<file path="src/rtl/secret_code_gen.sv">
// Secret-code generator: draws NUM_DIGITS colour digits from an external LFSR word,
// rejecting illegal or repeated candidates, with a deterministic fill once the draw budget runs out.
module secret_code_gen #(
   parameter int NUM_DIGITS   = 4,
   parameter int NUM_COLORS   = 6,
   parameter int ALLOW_REPEAT = 1,
   parameter int MAX_DRAWS    = 64
) (
   input  logic                    clock,
   input  logic                    reset,
   input  logic [9:0]              rand_in,
   input  logic                    start,
   input  logic                    ack,
   output logic [3*NUM_DIGITS-1:0] code,
   output logic                    valid,
   output logic                    busy,
   output logic                    fallback
);

   localparam int IW = $clog2(NUM_DIGITS + 1);
   localparam int CW = $clog2(MAX_DRAWS + 1);

   typedef enum logic [1:0] {IDLE, DRAW, DONE} state_t;

   state_t          state;
   logic [IW-1:0]   slot;
   logic [CW-1:0]   draws;
   logic [7:0]      used;

   logic [2:0]      cand;
   logic            legal;
   logic            dup;
   logic            exhausted;
   logic [2:0]      fill_col;
   logic            wr;
   logic [2:0]      wr_col;
   logic            last;
   logic            unused_rand;

   assign cand        = rand_in[3:1];
   assign unused_rand = ^{rand_in[9:4], rand_in[0]};
   assign legal       = ({1'b0, cand} < 4'(NUM_COLORS));
   assign dup         = (ALLOW_REPEAT == 0) && used[cand];
   assign exhausted   = (draws == CW'(MAX_DRAWS));
   assign wr          = exhausted || (legal && !dup);
   assign wr_col      = exhausted ? fill_col : cand;
   assign last        = (slot == IW'(NUM_DIGITS - 1));

   // Descending scan so the smallest unused colour wins.
   always_comb begin
      fill_col = '0;
      if (ALLOW_REPEAT == 0) begin
         for (int c = NUM_COLORS - 1; c >= 0; c--)
            if (!used[c]) fill_col = 3'(c);
      end
   end

   always_ff @(posedge clock or negedge reset) begin
      if (!reset) begin
         state    <= IDLE;
         slot     <= '0;
         draws    <= '0;
         used     <= '0;
         code     <= '0;
         valid    <= 1'b0;
         busy     <= 1'b0;
         fallback <= 1'b0;
      end else begin
         case (state)
            IDLE: begin
               if (start) begin
                  state    <= DRAW;
                  busy     <= 1'b1;
                  slot     <= '0;
                  draws    <= '0;
                  used     <= '0;
                  code     <= '0;
                  fallback <= 1'b0;
               end
            end
            DRAW: begin
               if (!exhausted) draws <= draws + 1'b1;
               if (wr) begin
                  for (int i = 0; i < NUM_DIGITS; i++)
                     if (slot == IW'(i)) code[3*i +: 3] <= wr_col;
                  used[wr_col] <= 1'b1;
                  if (exhausted) fallback <= 1'b1;
                  if (last) begin
                     state <= DONE;
                     busy  <= 1'b0;
                     valid <= 1'b1;
                  end else begin
                     slot <= slot + 1'b1;
                  end
               end
            end
            DONE: begin
               if (ack) begin
                  state <= IDLE;
                  valid <= 1'b0;
               end
            end
            default: state <= IDLE;
         endcase
      end
   end

endmodule

</file>
<file path="config.mk">
export PLATFORM = sky130hd
export DESIGN_NAME = secret_code_gen
export DESIGN_NICKNAME = d
export VERILOG_FILES = /design/src/rtl/secret_code_gen.sv
export SDC_FILE = /design/constraint.sdc
export NUM_CORES = 1
export LEC_CHECK = 0
export CAP_MARGIN = 20
export CORE_ASPECT_RATIO = 1.2
export CORE_MARGIN = 2
export CORE_UTILIZATION = 50
export CTS_BUF_LIST = sky130_fd_sc_hd__clkbuf_8
export CTS_CLUSTER_DIAMETER = 200
export DETAILED_ROUTE_END_ITERATION = 8
export DONT_BUFFER_PORTS = 1
export HOLD_SLACK_MARGIN = 0.02
export PLACE_DENSITY = 0.75
export SYNTH_ARGS = -nofsm -noshare
export SYNTH_HDL_FRONTEND = slang
export SYNTH_SLANG_ARGS = --single-unit
export TNS_END_PERCENT = 5
</file>
<file path="constraint.sdc">
create_clock -name clock -period 4 [get_ports clock]
set_input_delay 1 -clock clock [delete_from_list [all_inputs] [get_ports clock]]
set_output_delay 1 -clock clock [all_outputs]
set_load 0.1 [all_outputs]
</file>
==> results.py, run 1 <==
metrics = {
    "worst_setup_path": {
        "cp_max_fo": 3,
        "crit_path_start_kind": "flop",
        "reg2regPathDepth": 4,
        "r2r_start": "state[0]$_DFFE_PN0P_",
        "r2r_slack_ns": 2.06,
        "required_ns": 3.00,
        "critPathCaptureType": "output pin",
        "cp.arrival_ns": 1.23,
        "r2r-end": "code[0]$_DFFE_PN0P_",
        "crit_type": "reg2out",
    },
    "die": {
        "fp.dieW_um": 51.9,
        "die_h_um": 61.4,
        "io_pins": 29,
        "num_rows": 20,
        "dieArea_um2": 3190,
        "start_util_pct": 53.3,
        "core_um2": 2580,
    },
    "placed_design": {
        "hpwl_um": 1960,
        "io_buffers": 0,
        "pre_cts_ws_ns": 1.64,
        "place.gp.congestion": 0.824,
    },
    "timing": {
        "skew_ns": 0.00948,
        "final.setup.tns_ns": 0,
        "holdWs_ns": 0.401,
        "rsz0062_at_grt": "false",
        "clock.fmax_mhz": 449,
        "finalHoldViolCount": 0,
        "timing.final.crit_share_pct": 55.7,
        "setup_violations": 0,
        "setup_ws_ns": 1.77,
        "tightest_slew_ns": 0.920,
        "slew_violations": 0,
        "fin_crit_ns": 2.23,
        "slew_headroom_pct": 38.7,
    },
    "layout": {
        "multi_input_area_um2": 651,
        "seq_area_um2": 676,
        "antennaDiodeCount": 0,
        "drive_above_1_share_pct": 6.06,
        "area_growth_pct": 4.37,
        "fin_nets": 154,
        "fill_cells": 211,
    },
    "yosys": {
        "yosys-top-cells-count": "27 x dfrtp_1, 16 x nand2_1, 9 x o2bb2ai_1, 8 x o21ai_0, 7 x ha_1",
        "async_flop_share_pct": 100,
        "yosys.area.top_type": "dfrtp_1",
        "yosysMostFrequentCell": "dfrtp_1",
        "synth-seq-cells": 27,
        "ys_types": 33,
        "ys.warnings.count": 0,
        "synth_top_area_share_pct": 49.1,
        "syn_inst": 133,
        "ys_seq_area_share_pct": 49.1,
        "synth-edff-count": 0,
        "ys.flop_type": "dfrtp_1",
        "syn_nets": 154,
        "synthTopCellsByArea": "dfrtp_1 49%, ha_1 6.4%, o2bb2ai_1 5.7%",
        "syn_area_um2": 1380,
        "avgSynthCellArea_um2": 10.3,
    },
    "status": {
        "status": "finished clean",
    },
    "detailed_routing": {
        "dr.pass1.iters": 4,
        "drc_errors": 0,
        "drt-vias-per-instance": 5.95,
        "drt_iter0_markers": 14,
        "detail-route-antenna-nets": 0,
        "wl_per_cell_um": 15.6,
        "vias": 981,
        "routed_wl_um": 2570,
    },
    "clock_tree": {
        "numCtsBuffers": 3,
        "cts_root_buf": "clkbuf_8",
        "clkTransAtPathRegs_ns": 0.09,
        "clk_latency_ns": 0.28,
        "postCtsHoldBufs": 0,
        "cts_tree": "yes",
        "clock-sinks": 27,
        "clk_path_buf_depth": 2,
        "cts_resized": 0,
        "htree_levels": 1,
        "postCtsSetupRepairBufs": 0,
    },
    "global_routing": {
        "antenna_found_initial": 0,
        "grt_usage_pct": 19.5,
        "global_route.overflow_total": 0,
        "grt_pass1_wl_um": 4520,
        "grt_pass1_vias": 1031,
        "grt_max_degree": 28,
    },
    "run": {
        "maxCapViolations": 0,
    },
    "min_path": {
        "hold_path_class": "in2async",
    },
}
how the worst max path moves through the flow:
| stage | from | end | slack, ns | depth (start not counted) |
|---|---|---|---|---|
| 3_3_place_gp | start | code[0]$_DFFE_PN0P_ | 1.69 | 4 |
| 5_1_grt | code[0]$_DFFE_PN0P_ | code[0] | 1.73 | 0 |
| 2_1_floorplan | start | code[10]$_DFFE_PN0P_ | 1.93 | 5 |
| 4_1_cts | code[0]$_DFFE_PN0P_ | code[0] | 1.76 | 0 |
| 6_report | code[0]$_DFFE_PN0P_ | code[0] | 1.77 | 0 |
| 3_5_place_dp | start | code[0]$_DFFE_PN0P_ | 1.64 | 4 |
cells in the final DEF, fill, tap and decap left out, drive strengths merged, types with 2 or more instances in the layout:
master	netlist	routed
a21oi	2	2
a31oi	2	2
o21bai	4	4
o21ai	8	8
o22a	2	2
dfrtp	27	27
inv	6	7
or3	2	2
nor3b	2	2
clkbuf	4	3
ha	7	7
o2bb2ai	9	9
xnor2	2	2
nor2b	2	2
nor2	6	6
mux2i	4	4
nor3	3	3
and3	3	3
nand2	16	16
nand4b	4	4
nand2b	4	4
nand3	2	2
and2	3	3
layer usage:
| layer | track usage, % | vias to the layer above | wire [um] |
|---|---|---|---|
| met3 | 4.61 | 9 | 98 |
| met1 | 21.6 | 484 | 1080 |
| met5 | 0 | - | 0 |
| met2 | 33.3 | 15 | 1310 |
| met4 | 13.2 | 0 | 82 |
| li1 | - | 473 | - |
cells by family (layout without fill, tap and decap cells):
kind of cell | Yosys count | count (layout) | share of synthesized area [%]
simple gates | 51 | 51 | 20.7
compound gates | 31 | 31 | 16.1
flops | 27 | 27 | 49.1
buf+inv | 11 | 10 | 3.55
fa+ha+maj | 7 | 7 | 6.37
mux | 4 | 4 | 2.91
xor+xnor | 2 | 2 | 1.27
stage by stage:
stage                     utilization, %  instances  area [um2]
after floorplan                        -        133        1380
after global placement              53.9        161        1390
after detailed placement            53.9        161        1390
after CTS                           55.7        165        1440
after global routing                55.7        165        1440
final                               55.7        165        1440
state kept, by name, indices dropped and copies added (netlist names):
signal / count
draws: 7
fallback: 1
state: 2
valid: 1
code: 12
busy: 1
slot: 3
final cells by class:
type,instances,share of cell area (%)
flip-flops and latches,27,47.1
multi-input cells,95,45.3
clock buffers,3,2.88
well taps,33,2.88
inverters,6,1.57
clock inverters,1,0.262
Power of run 1 is not shown: default switching activity piles up to over one toggle a cycle in this logic, so the estimate is an artifact.
==> inputs of run 2 (changes only) <==
PLACE_DENSITY = 0.78   (was 0.75)
clock period = 1.8 ns   (was 4 ns; I/O delays follow)
==> run 2 against run 1 <==
Flip-flop and latch count did not move. Design area rose by 13%. Die area did not move. Sequential share of layout area fell by 5.3 points. Clock skew fell by 0.0084 ns. Highest routed layer unchanged.
==> results.py, run 2 (synthesis results as in run 1) <==
metrics = {
    "layout": {
        "largest_reg_flops": 12,
        "seq_area_um2": 676,
        "multi_input_area_um2": 651,
        "fin_cells": 187,
        "largest-register": "code",
        "fin_nets": 176,
        "reg_top3": "code x12, draws x7, slot x3",
        "area_growth_pct": 17.5,
        "drive_above_1_share_pct": 18.8,
        "layout_common_cells": "27 x dfrtp_1, 20 x buf_4, 16 x nand2_1, 9 x o2bb2ai_1",
        "final_common_cell": "dfrtp_1",
        "antennaDiodeCount": 0,
        "fill_cells": 204,
    },
    "global_routing": {
        "global_route.overflow_total": 0,
        "grt_max_degree": 28,
        "antenna_found_initial": 0,
        "grt_pass1_vias": 1037,
        "grt_usage_pct": 19.4,
        "grt_pass1_wl_um": 4570,
    },
    "clock_tree": {
        "clk_latency_ns": 0.27,
        "numCtsBuffers": 3,
        "cts_root_buf": "clkbuf_8",
        "clock-sinks": 27,
        "clk_path_buf_depth": 2,
        "clkTransAtPathRegs_ns": 0.08,
        "htree_levels": 1,
        "postCtsSetupRepairBufs": 0,
        "cts_tree": "yes",
    },
    "timing": {
        "slew_headroom_pct": 65.3,
        "skew_ns": 0.00106,
        "tightest_slew_ns": 0.518,
        "rsz0062_at_grt": "true",
        "finalHoldViolCount": 0,
        "setup_ws_ns": 0.00548,
        "setup_violations": 0,
        "fin_crit_ns": 1.79,
        "clock.fmax_mhz": 557,
        "timing.final.crit_share_pct": 99.7,
        "slew_violations": 0,
    },
    "placed_design": {
        "io_buffers": 0,
        "place.gp.congestion": 0.837,
        "dp_cells": 181,
        "hpwl_um": 2060,
        "pre_cts_ws_ns": 0.0334,
    },
    "min_path": {
        "hold_path_class": "in2reg",
        "hp-start": "ack",
        "holdPathEnd": "state[1]$_DFFE_PN0P_",
        "worstHoldPathCells": 1,
    },
    "status": {
        "status": "finished clean",
    },
    "worst_setup_path": {
        "crit_path_start_kind": "flop",
        "critPathTopFamily": "simple AND/OR/NAND/NOR gates",
        "cp.arrival_ns": 1.95,
        "slowest_stage": "or4_4",
        "crit_type": "reg2reg",
        "r2r-end": "code[2]$_DFFE_PN0P_",
        "critical_path_buf_inv_count": 0,
        "required_ns": 1.96,
        "r2r_start": "draws[3]$_DFFE_PN0P_",
        "cp_cell_sequence": "or4_4, or2_4, and3_2, o22a_1",
        "reg2regPathDepth": 4,
        "r2r_slack_ns": 0.005,
        "cp_max_fo": 12,
        "critPathCaptureType": "flop",
        "critPathMaxStageDelay_ns": 0.55,
    },
    "detailed_routing": {
        "wl_per_cell_um": 14.4,
        "dr.pass1.iters": 4,
        "routed_wl_um": 2700,
        "detail-route-antenna-nets": 0,
        "drt_iter0_markers": 25,
        "drt-vias-per-instance": 5.74,
        "vias": 1073,
        "drc_errors": 0,
    },
    "run": {
        "maxCapViolations": 0,
    },
    "die": {
        "start_util_pct": 53.3,
        "die_h_um": 61.4,
        "core_um2": 2580,
        "fp.dieW_um": 51.9,
        "num_rows": 20,
        "dieArea_um2": 3190,
        "io_pins": 29,
    },
}
## run 2: changes by cell type in the layout (fill, tap and decap cells not counted)
| cell | before | now |
|---|---|---|
| buf_12 | 0 | 1 |
| o21ai_1 | 0 | 1 |
| o21ai_0 | 8 | 7 |
| buf_4 | 0 | 20 |
| dlygate4sd3_1 | 0 | 1 |
## run 2: how the worst max path moves through the flow
| stage | startpoint | endpoint | cells past startpoint |
|---|---|---|---|
| after floorplan | draws[2]$_DFFE_PN0P_ | draws[0]$_DFFE_PN0P_ | 4 |
| after global placement | draws[3]$_DFFE_PN0P_ | code[2]$_DFFE_PN0P_ | 4 |
| after detailed placement | draws[3]$_DFFE_PN0P_ | code[2]$_DFFE_PN0P_ | 4 |
| after CTS | draws[3]$_DFFE_PN0P_ | code[2]$_DFFE_PN0P_ | 4 |
| after global routing | draws[3]$_DFFE_PN0P_ | code[2]$_DFFE_PN0P_ | 4 |
| final | draws[3]$_DFFE_PN0P_ | code[2]$_DFFE_PN0P_ | 4 |
## run 2: repair_timing
item                                   CTS  global route
resized for setup                        0             1
setup endpoints to repair                0            14
hold buffers                             2             0
endpoints found under the hold margin   27             0
## run 2: per-stage QoR
stage / util [%] / hold WS [ns] / instance area (um2) / TNS [ns]
5_1_grt: 62.7 / 0.291 / 1620 / -0.265
6_report: 62.7 / 0.281 / 1620 / 0
4_1_cts: 62.7 / 0.282 / 1620 / 0
3_5_place_dp: 59.8 / 0.155 / 1540 / 0
2_1_floorplan: - / 0.154 / 1380 / 0
3_3_place_gp: 59.8 / 0.155 / 1540 / 0
## run 2: worst register-to-register path, cell delays in order (launching register included)
cell and delay [ns]:
dfrtp_1 0.42, or4_4 0.55, or2_4 0.30, and3_2 0.22, o22a_1 0.20
## run 2: final cells by class
type	count	share of cell area [%]
well taps	33	2.56
flip-flops and latches	27	41.8
inverters	6	1.39
multi-input cells	95	40.3
repair buffers	22	11.2
clock inverters	1	0.232
clock buffers	3	2.56
## run 2: routing by layer
metal	vias to the layer above	GRT usage, %	wire length (um)
met5	-	0	0
met4	0	10.2	36
met3	5	3.40	63
met2	13	35.1	1440
met1	538	21.8	1160
li1	517	-	-
Power of run 2 is left out for the same reason.
